## config.mk

```make
export PLATFORM = sky130hd
export DESIGN_NAME = lvds_frame_gen
export DESIGN_NICKNAME = d
export VERILOG_FILES = /design/src/rtl/lvds_frame_gen.sv
export SDC_FILE = /design/constraint.sdc
export NUM_CORES = 1
export LEC_CHECK = 0
export BUFFER_PORTS_ARGS = -buffer_cell sky130_fd_sc_hd__buf_4
export CORE_ASPECT_RATIO = 1.2
export CORE_MARGIN = 1
export CORE_UTILIZATION = 49
export CTS_CLUSTER_DIAMETER = 30
export DETAILED_ROUTE_END_ITERATION = 10
export PLACE_DENSITY = 0.69
export SLEW_MARGIN = 20
export SYNTH_ARGS = -nofsm -noshare
export SYNTH_HDL_FRONTEND = slang
export SYNTH_SLANG_ARGS = --single-unit
```

## constraint.sdc

```tcl
create_clock -name clk -period 5.3 [get_ports clk]
set_input_delay 0.795 -clock clk [delete_from_list [all_inputs] [get_ports clk]]
set_output_delay 0.795 -clock clk [all_outputs]
set_load 0.01 [all_outputs]
```

## src/rtl/lvds_frame_gen.sv

```systemverilog
// Test-pattern frame generator feeding the 2-lane LVDS serializer.
// Emits sync word, then LINES lines of LINE_LEN active words each followed by GAP_LEN idle words.
module lvds_frame_gen #(
    parameter int unsigned DATA_W   = 8,
    parameter int unsigned LINE_LEN = 256,
    parameter int unsigned LINES    = 16,
    parameter int unsigned GAP_LEN  = 16
) (
    input  logic              clk,
    input  logic              reset,
    input  logic              enable,
    input  logic              cfg_valid,
    input  logic [1:0]        cfg_pattern,
    input  logic [DATA_W-1:0] cfg_seed,
    output logic              cfg_ready,
    input  logic              word_ready,
    output logic [DATA_W-1:0] lane0_data,
    output logic [DATA_W-1:0] lane1_data,
    output logic              data_valid,
    output logic              sync,
    output logic [15:0]       frame_cnt,
    output logic              busy
);

    localparam int unsigned COL_W  = (LINE_LEN > 1) ? $clog2(LINE_LEN) : 1;
    localparam int unsigned LINE_W = (LINES > 1) ? $clog2(LINES) : 1;
    localparam int unsigned GAP_W  = (GAP_LEN > 1) ? $clog2(GAP_LEN) : 1;
    localparam logic [DATA_W-1:0] SYNC_WORD = DATA_W'(8'hBC);

    localparam logic [1:0] PAT_COUNTER = 2'd0;
    localparam logic [1:0] PAT_PRBS    = 2'd1;
    localparam logic [1:0] PAT_FIXED   = 2'd2;

    typedef enum logic [1:0] {S_IDLE, S_SYNC, S_ACTIVE, S_GAP} state_t;

    state_t              r_state;
    logic [COL_W-1:0]    r_col;
    logic [LINE_W-1:0]   r_line;
    logic [GAP_W-1:0]    r_gap;
    logic [1:0]          r_pattern;
    logic [DATA_W-1:0]   r_seed;
    logic [6:0]          r_lfsr0;
    logic [6:0]          r_lfsr1;
    logic [DATA_W-1:0]   r_lane0;
    logic [DATA_W-1:0]   r_lane1;
    logic                r_valid;
    logic                r_sync;
    logic                r_busy;
    logic                r_cfg_ready;
    logic [15:0]         r_frame_cnt;

    logic [6:0]          w_seed0;
    logic [6:0]          w_seed1_raw;
    logic [6:0]          w_seed1;
    logic [6:0]          w_cur0;
    logic [6:0]          w_cur1;
    logic [COL_W-1:0]    w_next_col;
    logic [LINE_W-1:0]   w_next_line;
    logic [DATA_W-1:0]   w_pat0;
    logic [DATA_W-1:0]   w_pat1;
    logic                w_last_col;
    logic                w_last_gap;
    logic                w_last_line;

    // x^7 + x^6 + 1, shifting left
    function automatic logic [6:0] prbs_step(input logic [6:0] x);
        return {x[5:0], x[6] ^ x[5]};
    endfunction

    assign w_seed0     = (r_seed[6:0] == 7'h00) ? 7'h01 : r_seed[6:0];
    assign w_seed1_raw = w_seed0 ^ 7'h55;
    assign w_seed1     = (w_seed1_raw == 7'h00) ? 7'h01 : w_seed1_raw;

    // The LFSR registers hold the value for the next active word; the first word of a frame uses the seed.
    assign w_cur0 = (r_state == S_SYNC) ? w_seed0 : r_lfsr0;
    assign w_cur1 = (r_state == S_SYNC) ? w_seed1 : r_lfsr1;

    assign w_last_col  = (r_col == COL_W'(LINE_LEN - 1));
    assign w_last_gap  = (r_gap == GAP_W'(GAP_LEN - 1));
    assign w_last_line = (r_line == LINE_W'(LINES - 1));

    // Column/line of the active word that would be loaded on this word_ready edge
    always_comb begin
        w_next_col  = '0;
        w_next_line = r_line;
        case (r_state)
            S_SYNC:   w_next_line = '0;
            S_ACTIVE: w_next_col  = r_col + COL_W'(1);
            S_GAP:    w_next_line = r_line + LINE_W'(1);
            default:  w_next_col  = '0;
        endcase
    end

    always_comb begin
        w_pat0 = DATA_W'(w_next_line);
        w_pat1 = DATA_W'(w_next_col);
        case (r_pattern)
            PAT_COUNTER: begin
                w_pat0 = DATA_W'(w_next_col);
                w_pat1 = ~DATA_W'(w_next_col);
            end
            PAT_PRBS: begin
                w_pat0 = DATA_W'(w_cur0);
                w_pat1 = DATA_W'(w_cur1);
            end
            PAT_FIXED: begin
                w_pat0 = r_seed;
                w_pat1 = ~r_seed;
            end
            default: ;
        endcase
    end

    always_ff @(posedge clk) begin
        if (reset) begin
            r_state     <= S_IDLE;
            r_col       <= '0;
            r_line      <= '0;
            r_gap       <= '0;
            r_pattern   <= PAT_COUNTER;
            r_seed      <= '0;
            r_lfsr0     <= 7'h01;
            r_lfsr1     <= 7'h01;
            r_lane0     <= '0;
            r_lane1     <= '0;
            r_valid     <= 1'b0;
            r_sync      <= 1'b0;
            r_busy      <= 1'b0;
            r_cfg_ready <= 1'b1;
            r_frame_cnt <= 16'd0;
        end else begin
            case (r_state)
                S_IDLE: begin
                    if (cfg_valid) begin
                        r_pattern <= cfg_pattern;
                        r_seed    <= cfg_seed;
                    end
                    if (enable) begin
                        r_state     <= S_SYNC;
                        r_lane0     <= SYNC_WORD;
                        r_lane1     <= SYNC_WORD;
                        r_sync      <= 1'b1;
                        r_busy      <= 1'b1;
                        r_cfg_ready <= 1'b0;
                    end
                end
                S_SYNC: begin
                    if (word_ready) begin
                        r_state <= S_ACTIVE;
                        r_col   <= '0;
                        r_line  <= '0;
                        r_sync  <= 1'b0;
                        r_valid <= 1'b1;
                        r_lane0 <= w_pat0;
                        r_lane1 <= w_pat1;
                        r_lfsr0 <= prbs_step(w_cur0);
                        r_lfsr1 <= prbs_step(w_cur1);
                    end
                end
                S_ACTIVE: begin
                    if (word_ready) begin
                        if (w_last_col) begin
                            r_state <= S_GAP;
                            r_gap   <= '0;
                            r_valid <= 1'b0;
                            r_lane0 <= '0;
                            r_lane1 <= '0;
                        end else begin
                            r_col   <= w_next_col;
                            r_lane0 <= w_pat0;
                            r_lane1 <= w_pat1;
                            r_lfsr0 <= prbs_step(w_cur0);
                            r_lfsr1 <= prbs_step(w_cur1);
                        end
                    end
                end
                S_GAP: begin
                    if (word_ready) begin
                        if (!w_last_gap) begin
                            r_gap <= r_gap + GAP_W'(1);
                        end else if (!w_last_line) begin
                            r_state <= S_ACTIVE;
                            r_line  <= w_next_line;
                            r_col   <= '0;
                            r_valid <= 1'b1;
                            r_lane0 <= w_pat0;
                            r_lane1 <= w_pat1;
                            r_lfsr0 <= prbs_step(w_cur0);
                            r_lfsr1 <= prbs_step(w_cur1);
                        end else begin
                            r_frame_cnt <= r_frame_cnt + 16'd1;
                            if (enable) begin
                                r_state <= S_SYNC;
                                r_lane0 <= SYNC_WORD;
                                r_lane1 <= SYNC_WORD;
                                r_sync  <= 1'b1;
                            end else begin
                                r_state     <= S_IDLE;
                                r_busy      <= 1'b0;
                                r_cfg_ready <= 1'b1;
                            end
                        end
                    end
                end
                default: r_state <= S_IDLE;
            endcase
        end
    end

    assign cfg_ready  = r_cfg_ready;
    assign lane0_data = r_lane0;
    assign lane1_data = r_lane1;
    assign data_valid = r_valid;
    assign sync       = r_sync;
    assign frame_cnt  = r_frame_cnt;
    assign busy       = r_busy;

endmodule
```

# ---- Word-level counts from Yosys, hierarchy flattened
# Index checks and enable logic that the tools add are counted.
dict set report op_classes {
  addsub 4
  reduce_logical 19
  n_mux 89
  bitwise_logic 5
  n_eq_ne 19
}
# cell count
set ops {}
lappend ops {{8-bit two-way mux} 21}
lappend ops {{7-bit two-way mux} 16}
lappend ops {{8-bit case mux with 3 select lines} 3}
lappend ops {{8-bit case mux with 4 select lines} 2}
lappend ops {{7-bit case mux with 3 select lines} 2}
lappend ops {{4-bit two-way mux} 8}
lappend ops {{4-bit case mux with 2 select lines} 3}
lappend ops {{1-bit two-way mux} 22}
lappend ops {{2-bit != test (second input constant)} 11}
lappend ops {{16-bit by 1-bit adder with 16-bit output (second input constant)} 1}
lappend ops {{8-bit inverter} 2}
lappend ops {{5-bit AND reduction} 3}
lappend ops {{7-bit logical NOT} 2}
lappend ops {{2-bit two-way mux} 7}
lappend ops {{7-bit AND reduction} 2}
lappend ops {{6-bit AND reduction} 2}
lappend ops {{4-bit by 1-bit adder with 4-bit output (second input constant)} 2}
lappend ops {{8-bit by 1-bit adder with 8-bit output (second input constant)} 1}
lappend ops {{4-bit equality test (second input constant)} 2}
lappend ops {{8-bit equality test (second input constant)} 1}
lappend ops {{2-bit case mux with 4 select lines} 1}
lappend ops {{4-bit AND reduction} 2}
lappend ops {{2-bit equality test (second input constant)} 3}
lappend ops {{1-bit case mux with 3 select lines} 2}
lappend ops {{other kinds (8)} 15}
dict set report totals {
  in_bits 15
  output_inout_bits 36
  elab_cells 151
  reg_bits 78
}

# ---- Logic depth before layout (Yosys ltp)
# Gate-level depths: netlist of the first run.
dict set report logic_depth {
  word_depth 11
  ltp_mapped 9
  depth_no_buf 7
}

# ---- Least setup slack after synthesis of the first run
# Ideal clock, no wire load.
dict set report synth_timing {
  path_kind {input port to flip-flop}
  startpoint {input word_ready}
  endpoint {register r_frame_cnt[9] (netlist: frame_cnt[9])}
  setup_slack_ps 2994
  cell_stages 6
  setup_time_ps 70
  arrival_ps 2235
  cell_sequence {buf_2 -> o2111ai_4 -> or4_1 -> clkbuf_2 -> or3_1 -> a21oi_1}
}
dict set report synth_between {
  elab_chain_cells 1
}
# element line_no
set synth_rtl {}
lappend synth_rtl {{from (decl)} 16} ;# input logic word_ready,
lappend synth_rtl {{4-bit AND reduction (no source line)} -}
lappend synth_rtl {{to (signal assigned)} 191} ;# r_frame_cnt <= r_frame_cnt + 16'd1;
lappend synth_rtl {{to (decl)} 50} ;# logic [15:0] r_frame_cnt;
# Every way passes these cells.
# A chain may end at the register's enable or synchronous reset.

# ---- Final worst setup path of the first run
dict set report layout_timing {
  startpoint {register r_state[0]}
  endpoint {register r_lane0[4] (netlist: lane0_data[4])}
}
dict set report layout_between {
  elab_chain_cells 7
}
# element line_no
set layout_rtl {}
lappend layout_rtl {{from (decl)} 36} ;# state_t r_state;
lappend layout_rtl {{from (signal assigned)} 116} ;# r_state <= S_IDLE;
lappend layout_rtl {{from (signal assigned)} 139} ;# r_state <= S_SYNC;
lappend layout_rtl {{from (signal assigned)} 149} ;# r_state <= S_ACTIVE;
lappend layout_rtl {{2-bit by 1-bit equality test with 1-bit output or 2-bit equality test (tied branches)} {75, 132, 86}}
lappend layout_rtl {{7-bit two-way mux or 8-bit two-way mux (tied branches)} {75, 86}}
lappend layout_rtl {{8-bit case mux with 3 select lines} 97} ;# case (r_pattern)
lappend layout_rtl {{8-bit two-way mux} 181} ;# end else if (!w_last_line) begin
lappend layout_rtl {{8-bit two-way mux} 179} ;# if (!w_last_gap) begin
lappend layout_rtl {{8-bit two-way mux} 178} ;# if (word_ready) begin
lappend layout_rtl {{8-bit case mux with 4 select lines} 132} ;# case (r_state)
lappend layout_rtl {{to (signal assigned)} 154} ;# r_lane0 <= w_pat0;
lappend layout_rtl {{to (signal assigned)} 170} ;# r_lane0 <= w_pat0;
lappend layout_rtl {{to (signal assigned)} 186} ;# r_lane0 <= w_pat0;
lappend layout_rtl {{to (decl)} 44} ;# logic [DATA_W-1:0] r_lane0;
# Parallel ways exist; a longest one is shown, timed or not. The select of a mux whose other input is x is not followed.

==> flow_summary.json, run 1 <==
{
  "startpoint": "r_state[0]",
  "layout.cells.most_common_list": "78 x dfxtp_1, 69 x nand2_1, 62 x nor2_1",
  "total_cts_buffers": 9,
  "cellLeakagePower_uw": 0.00174,
  "finalNetCount": 581,
  "area_of_the_die_sq_mm": 0.00871,
  "synth_cell_type_count": 52,
  "final_antenna_net_count": 0,
  "grt_pass1_wl_mm": 18.1,
  "hold-worst-slack_ns": 0.456,
  "multi_input_area_sq_mm": 0.00231,
  "grt_pass1_vias": 3591,
  "die_h_microns": 102,
  "wire_per_inst_microns": 16.8,
  "r2r-start": "r_state[0]",
  "worst_ir_drop_vdd_mv": 0.185,
  "mostFrequentLayoutCell": "dfxtp_1",
  "r2r_setup_slack_ns": 2.19,
  "synth_async_sr_flop_share": 0,
  "antenna_cells_inserted": 0,
  "portBuffers": 50,
  "cp-start-kind": "register",
  "count_of_clock_tree_sinks": 78,
  "globalRouteTotalUtil": 0.267,
  "fin_skew_ns": 0.00907,
  "critical_path_class": "register to register",
  "die_width_microns": 85.4,
  "core.rowCount": 36,
  "num-fill-cells": 755,
  "cts.path.max_buffers": 2,
  "drc": 0,
  "buffer_and_inverter_count_on_the_worst_path": 0,
  "period_share": 0.586,
  "floorplan.io_pins": 51,
  "place_congestion": 0.986,
  "crit_slowest_cell": "dfxtp_1",
  "maxClockFrequency_ghz": 0.322,
  "critPathCapture": "lane0_data[4]",
  "post_synth.cell_area_avg_sq_um": 7.65,
  "design.core.area_sq_mm": 0.00811,
  "cts_resized": 0,
  "portion_of_the_post_synthesis_area_used_by_sequential_elements": 0.382,
  "drt-pass1-iter-count": 5,
  "grt_overflow": 0,
  "tritoncts_clock_tree": "done",
  "ys.warnings.count": 0,
  "power.density_mw_per_mm2": 291,
  "h-tree-depth": 3,
  "hpwlAfterDp_mm": 7.82,
  "clkTransAtPathRegs_ns": 0.08,
  "postSynth.topFlopCell": "dfxtp_1",
  "worst_ep_required_time_ns": 5.58,
  "synthesis.area_sq_mm": 0.00409,
  "syn-num-nets": 553,
  "area.growth.synth_to_final_pct": 14.0,
  "largest_net_degree_at_the_start_of_global_routing": 77,
  "vias": 3920,
  "report.final.slew_viol_count": 0,
  "worst-slew-pin-transition_ns": 1.09,
  "detail_route.vias_per_cell": 5.92,
  "antenna_found_initial": 0,
  "clock_tree.root_cell": "clkbuf_8",
  "timing.critical_path.fanout_max": 21,
  "path_delay_family": "simple AND/OR/NAND/NOR gates",
  "run_status": "finished clean",
  "starting_density_of_the_core": 0.504,
  "worst_reg2reg_endpoint": "lane0_data[4]",
  "arrival_ns": 3.38,
  "timing.final.crit_period_ns": 3.11,
  "synth_edf_count": 0,
  "grt_setup_unrepaired": "false",
  "worst_r2r_path_depth": 5,
  "finalHoldViolCount": 0,
  "slew_headroom": 0.271,
  "postSynthCellCount": 534,
  "cp.depth": 5,
  "cts.hold.buffers_added": 0,
  "drt_wl_total_mm": 11.1,
  "dr.first_iter.drc_count": 362,
  "clock_latency_ns": 0.36,
  "layout.area.seq_sq_mm": 0.00156,
  "postSynthRegisterBits": 78,
  "setup_viol": 0,
  "totalNegativeSetupSlack_ns": 0,
  "crit_path_cell_trace": "nor2_1 > a211oi_1 > nand3_1 > or3_1 > o22ai_1",
  "endpoint_kind": "register",
  "drv.max_cap_violation_count": 0,
  "min_path_type": "register to register",
  "crit_path_max_incr_delay_ns": 0.69,
  "cts_setup_buffers": 0,
  "final_layout_size_suffix_gt1_frac": 0.125
}
## metrics by stage
stage,total power [uW],setup WS (ns),utilization,instances,cell area [sq um]
final,1360,2.19,0.575,662,4660
after global placement,861,2.41,0.548,646,4440
after floorplan,794,2.99,-,534,4090
after detailed placement,864,2.29,0.548,646,4440
after global routing,1410,1.85,0.575,662,4660
after CTS,1360,2.26,0.575,662,4660
## layout make-up
class,count,area share
Sequential cell,78,0.335
Inverter,17,0.0137
Timing Repair Buffer,51,0.0821
Multi-Input combinational cell,405,0.496
Clock buffer,10,0.0295
Clock inverter,6,0.0183
Tap cell,95,0.0255
## flip-flops by register name (all words and copies together) (netlist names)
name	count
r_col	8
cfg_ready	1
r_seed	8
r_lfsr0	7
r_pattern	2
data_valid	1
r_lfsr1	7
lane1_data	8
sync	1
lane0_data	8
r_gap	4
frame_cnt	16
busy	1
r_line	4
r_state	2
## worst min path at each step
stage,start,to,cells past startpoint
finish,data_valid,data_valid,2
detailed placement,data_valid,data_valid,2
CTS,r_lfsr1[1],r_lfsr1[1],2
floorplan,r_lfsr1[1],r_lfsr1[1],2
global route,r_lfsr1[1],r_lfsr1[1],2
global placement,data_valid,data_valid,2
## metal layers
layer	GRT usage	wire length, microns	vias to the layer above
li1	-	-	1955
met1	0.352	5020	1813
met2	0.420	5140	130
met3	0.0622	617	22
met4	0.121	327	0
met5	0	0	-
## cells by family (layout without fill, tap and decap cells)
family	after synthesis	after routing	synth area share
compound gates	157	157	0.250
xor+xnor	22	22	0.0471
fa+ha+maj	4	4	0.0122
buf+inv	51	84	0.0523
flops	78	78	0.382
mux	4	4	0.00980
simple gates	218	218	0.247
## power by group
part	total, uW	switching, uW	internal, uW
registers	652	35.6	617
clock network	503	227	276
logic	202	123	79.0
total	1360	385	972
## worst register-to-register path, cell delays in order, from the launching register on
cell	delay (ns)
dfxtp_1	0.69
nor2_1	0.36
a211oi_1	0.50
nand3_1	0.68
or3_1	0.61
o22ai_1	0.18
## synth_stat cells (4+ instances only)
cell,number,area share
a21o_1,4,0.0073
o21ai_0,36,0.044
ha_1,4,0.012
inv_1,16,0.015
a2bb2oi_1,4,0.0086
xor2_1,11,0.024
nand3_1,15,0.018
a21oi_1,52,0.064
o211ai_1,4,0.0073
nor2b_1,8,0.012
dfxtp_1,78,0.38
clkbuf_1,25,0.023
and2_1,7,0.011
o22ai_1,8,0.012
and3_1,8,0.012
nand2_1,69,0.063
xnor2_1,11,0.024
a211oi_1,10,0.018
a22oi_1,5,0.0092
nor2_1,62,0.057
nor3_1,18,0.022
a311oi_1,6,0.013
a221oi_1,6,0.013
mux2i_1,4,0.0098
or3_1,6,0.0092
nand2b_1,10,0.015
a221o_1,4,0.0098
nand4_1,5,0.0077
buf_2,5,0.0061
Note: power is estimated with default switching activity, not from simulation.
==> inputs of run 2 (changes only) <==
- PLACE_DENSITY: 0.69 -> 0.72
- clock period: 5.3 -> 2.6 ns (I/O delays scaled with it)
==> run 2 against run 1 <==
  * Clock skew is 0.0014 ns lower
  * Sequential share of layout area is 0.69 points lower
  * Non-clock buffer count is 16 higher
  * Register-to-register slack worse by 2.0 ns
  * Final cell count increased by 2.4%
  * Critical path depth increased by 1
  * Critical endpoint is now frame_cnt[9]
  * Largest power group unchanged
  * Highest routed layer unchanged
==> flow_summary.json, run 2 (same netlist as run 1, synthesis figures left out) <==
{
  "grt_setup_unrepaired": "false",
  "gr-max-usage-layer": "met2",
  "slew_headroom": 0.571,
  "layout.area.seq_sq_mm": 0.00156,
  "report.final.slew_viol_count": 0,
  "setup_slack_ns": 0.170,
  "maxClockFrequency_ghz": 0.412,
  "drt-pass1-iter-count": 5,
  "worst-slew-pin-transition_ns": 0.637,
  "cts_resized": 0,
  "cp-start-kind": "register",
  "multi_input_area_sq_mm": 0.00231,
  "min_path_type": "primary input to register",
  "grt_pass1_wl_mm": 17.4,
  "dp_worst_setup_slack_ns": 0.200,
  "area_of_the_die_sq_mm": 0.00871,
  "mostFrequentLayoutCell": "dfxtp_1",
  "setup_viol": 0,
  "timing.critical_path.fanout_max": 7,
  "drt_wl_total_mm": 10.6,
  "finalHoldViolCount": 0,
  "largest_net_degree_at_the_start_of_global_routing": 31,
  "wire_per_inst_microns": 15.7,
  "arrival_ns": 2.72,
  "final_layout_size_suffix_gt1_frac": 0.148,
  "grt_pass1_vias": 3633,
  "total_cts_buffers": 9,
  "drc": 0,
  "clock_latency_ns": 0.36,
  "globalRouteMet1Util": 0.322,
  "crit_slowest_cell": "or4_1",
  "antenna_cells_inserted": 0,
  "path_delay_family": "simple AND/OR/NAND/NOR gates",
  "totalNegativeSetupSlack_ns": 0,
  "dr.first_iter.drc_count": 263,
  "h-tree-depth": 3,
  "grt_overflow": 0,
  "buffer_and_inverter_count_on_the_worst_path": 0,
  "clock_tree.root_cell": "clkbuf_8",
  "critical_path_class": "register to register",
  "detail_route.vias_per_cell": 5.96,
  "starting_density_of_the_core": 0.504,
  "crit_path_max_incr_delay_ns": 0.69,
  "power.density_mw_per_mm2": 565,
  "groute.layer.met3.usage": 0.0355,
  "worst_ep_required_time_ns": 2.89,
  "area.growth.synth_to_final_pct": 16.4,
  "vias": 4039,
  "floorplan.io_pins": 51,
  "portBuffers": 50,
  "layout.cells.most_common_list": "78 x dfxtp_1, 69 x nand2_1, 67 x buf_4",
  "finalNetCount": 597,
  "core.rowCount": 36,
  "die_width_microns": 85.4,
  "fin_skew_ns": 0.00762,
  "count_of_clock_tree_sinks": 78,
  "global_route.usage.met2": 0.419,
  "final_antenna_net_count": 0,
  "largest_register_ffs": 16,
  "antenna_found_initial": 0,
  "endpoint_kind": "register",
  "cts.hold.buffers_added": 0,
  "hpwlAfterDp_mm": 7.62,
  "worst_ir_drop_vdd_mv": 0.207,
  "cellLeakagePower_uw": 0.00181,
  "drv.max_cap_violation_count": 0,
  "tritoncts_clock_tree": "done",
  "cts_setup_buffers": 0,
  "num-fill-cells": 761,
  "globalRouteTotalUtil": 0.255,
  "run_status": "finished clean",
  "clkTransAtPathRegs_ns": 0.08,
  "design.core.area_sq_mm": 0.00811,
  "cts.path.max_buffers": 2,
  "place_congestion": 0.926,
  "r2r_setup_slack_ns": 0.17,
  "timing.final.crit_period_ns": 2.43,
  "die_h_microns": 102,
  "crit_path_cell_trace": "ha_1 > and3_1 > o2111ai_4 > or4_1 > or3_1 > a21oi_1",
  "period_share": 0.935
}
## run 2: cell count changes in the layout (fill, tap and decap cells not counted)
cell	before	now
clkinv_2	2	3
clkbuf_8	10	11
bufinv_16	2	1
clkinvlp_4	2	0
buf_4	51	67
clkbuf_1	0	1
## run 2: metrics by stage
step                total power (uW)  utilization  cells  hold slack, ns  area [sq um]
floorplan                       1620            -    534           0.432          4090
global placement                1770        0.562    662           0.436          4560
detailed placement              1780        0.562    662           0.444          4560
CTS                             2700        0.587    678           0.258          4760
global route                    2800        0.587    678           0.273          4760
finish                          2690        0.587    678           0.273          4760
## run 2: power by group
part / internal (uW) / switching (uW)
Combinational: 184 / 254
Sequential: 1260 / 63.6
Clock: 491 / 438
## run 2: cell type report
type,instances,share of cell area
multi-input combinational,405,0.486
clock buffer,12,0.0326
tap,95,0.0250
timing repair buffer,67,0.106
inverter,17,0.0134
clock inverter,4,0.00946
sequential,78,0.328
## run 2: path summary, 6_finish.rpt
kind                                  start           end  depth (start not counted)
worst max register to register    r_line[0]  frame_cnt[9]                          6
worst max-delay path              r_line[0]  frame_cnt[9]                          6
worst min register to register   data_valid    data_valid                          2
worst min-delay path            cfg_seed[3]     r_seed[3]                          3
## run 2: per-layer routing
metal | up-vias | wire (microns)
li1 | 1991 | -
met1 | 1873 | 4630
met2 | 145 | 5100
met3 | 30 | 563
met4 | 0 | 353
met5 | - | 0
## run 2: worst min-delay path: cells and delay by family
family | cells | cell delay (ns)
buf+inv | 1 | 0.11
compound gates | 1 | 0.05
simple gates | 1 | 0.04
==> inputs of run 3 (changes only) <==
==> constraint.sdc (replaced) <==
create_clock -name clk -period 2.6 [get_ports clk]
set_input_delay 0 -clock clk [delete_from_list [all_inputs] [get_ports clk]]
set_output_delay 0 -clock clk [all_outputs]
set_load 0.01 [all_outputs]
==> run 3 against run 2 <==
  * First-iteration DRC count shrank 13%
  * Combinational power grew 3%
  * Non-clock buffer count grew 10
  * Sequential cell count unchanged
  * Die area unchanged
  * Via count increased by 0.50%
  * Clock skew hardly changed
  * Core utilization is 1.5 points higher
  * Sequential power about the same
  * Design area is 2.5% higher
  * Register-to-register slack improved by 0.03 ns
  * Largest power group unchanged
==> flow_summary.json, run 3 (same netlist as run 1, synthesis figures left out) <==
{
  "endpoint_kind": "register",
  "clock_latency_ns": 0.36,
  "worst_ir_drop_vdd_mv": 0.284,
  "crit_path_cell_trace": "ha_1 > and3_1 > o2111ai_4 > or4_1 > or3_1 > a21oi_1",
  "detail_route.vias_per_cell": 5.90,
  "hpwlAfterDp_mm": 7.54,
  "design.core.area_sq_mm": 0.00811,
  "final_layout_size_suffix_gt1_frac": 0.142,
  "arrival_ns": 2.69,
  "num-fill-cells": 774,
  "timing.critical_path.fanout_max": 7,
  "area_of_the_die_sq_mm": 0.00871,
  "tritoncts_clock_tree": "done",
  "clock_tree.root_cell": "clkbuf_8",
  "path_delay_family": "simple AND/OR/NAND/NOR gates",
  "vias": 4059,
  "run_status": "finished clean",
  "slew_headroom": 0.555,
  "antenna_cells_inserted": 0,
  "layout.area.seq_sq_mm": 0.00156,
  "drt_wl_total_mm": 10.6,
  "mostFrequentLayoutCell": "dfxtp_1",
  "drv.max_cap_violation_count": 0,
  "period_share": 0.924,
  "totalNegativeSetupSlack_ns": 0,
  "largest_register_ffs": 16,
  "area.growth.synth_to_final_pct": 19.3,
  "drc": 0,
  "floorplan.io_pins": 51,
  "starting_density_of_the_core": 0.504,
  "finalNetCount": 607,
  "cp-start-kind": "register",
  "clkTransAtPathRegs_ns": 0.08,
  "crit_path_max_incr_delay_ns": 0.69,
  "critical_path_class": "register to register",
  "maxClockFrequency_ghz": 0.416,
  "antenna_found_initial": 0,
  "cts_setup_buffers": 0,
  "finalCoreUtilization": 0.602,
  "die_width_microns": 85.4,
  "count_of_clock_tree_sinks": 78,
  "cts.path.max_buffers": 2,
  "hold-worst-slack_ns": 0.0387,
  "min_path_type": "primary input to register",
  "crit_slowest_cell": "or4_1",
  "core.rowCount": 36,
  "drt-pass1-iter-count": 5,
  "timing.final.crit_period_ns": 2.40,
  "cellLeakagePower_uw": 0.00186,
  "grt_pass1_vias": 3565,
  "h-tree-depth": 3,
  "dr.first_iter.drc_count": 230,
  "wire_per_inst_microns": 15.4,
  "finalHoldViolCount": 0,
  "total_cts_buffers": 9,
  "final_antenna_net_count": 0,
  "multi_input_area_sq_mm": 0.00231,
  "fin_skew_ns": 0.00782,
  "setup_viol": 0,
  "die_h_microns": 102,
  "power.density_mw_per_mm2": 569,
  "place_congestion": 0.926,
  "grt_overflow": 0,
  "cts_resized": 0,
  "worst-slew-pin-transition_ns": 0.661,
  "worst_ep_required_time_ns": 2.89,
  "largest_net_degree_at_the_start_of_global_routing": 49,
  "portBuffers": 50,
  "grt_setup_unrepaired": "false",
  "grt_pass1_wl_mm": 17.2,
  "report.final.slew_viol_count": 0,
  "globalRouteTotalUtil": 0.251,
  "layout.cells.most_common_list": "78 x dfxtp_1, 69 x nand2_1, 66 x buf_4",
  "buffer_and_inverter_count_on_the_worst_path": 0
}
[run 3: cell types whose count changed in the layout (fill, tap and decap cells not counted)]
| cell | change |
|---|---|
| bufinv_16 | +1 |
| clkbuf_1 | +1 |
| clkinv_2 | -1 |
| dlygate4sd3_1 | +11 |
| clkbuf_8 | -1 |
| buf_4 | -1 |
[run 3: timing repair]
action / in CTS / in global routing
endpoints found under the hold margin: 12 / 0
setup endpoints to repair: 0 / 0
hold buffers: 11 / 0
[run 3: final timing paths]
check | from | end | slack (ns) | depth (start not counted)
setup / recovery | r_line[0] | frame_cnt[13] | 0.20 | 6
hold / removal | enable | sync | 0.04 | 3
setup reg to reg | r_line[0] | frame_cnt[13] | 0.20 | 6
hold reg to reg | data_valid | data_valid | 0.45 | 2
[run 3: report_power, final]
part           leakage [uW]  internal, uW  switching (uW)
combinational       0.00111           193             257
sequential         0.000636          1260            64.6
clock              0.000110           565             437
total               0.00186          2010             758
[run 3: area by class of cell]
cell class / instances / share of cell area
Multi-Input combinational cell: 405 / 0.474
Clock inverter: 4 / 0.0144
Clock buffer: 12 / 0.0298
Timing Repair Buffer: 77 / 0.124
Inverter: 17 / 0.0131
Tap cell: 95 / 0.0244
Sequential cell: 78 / 0.320
[run 3: layer usage]
metal,vias to the layer above,wire length [microns],track usage
met5,-,0,0
met4,0,261,0.119
met3,22,535,0.0428
met2,122,5000,0.409
met1,1910,4810,0.325
li1,2005,-,-
[run 3: stage by stage]
step	worst slack (ns)	instances	total power, uW	instance area, sq um
2_1_floorplan	0.435	534	1620	4090
3_5_place_dp	0.221	661	1780	4550
4_1_cts	0.193	688	2780	4880
6_report	0.198	688	2770	4880
3_3_place_gp	0.313	661	1770	4550
5_1_grt	0.0344	688	2880	4880
[run 3: worst reg2reg max path: cells and delay by family, from the launching register on]
family | cells | cell delay, ns
AND/OR/NAND/NOR | 3 | 1.36
adder cells (fa/ha/maj) | 1 | 0.22
AO/OA/AOI/OAI | 2 | 0.34
flip-flops | 1 | 0.42
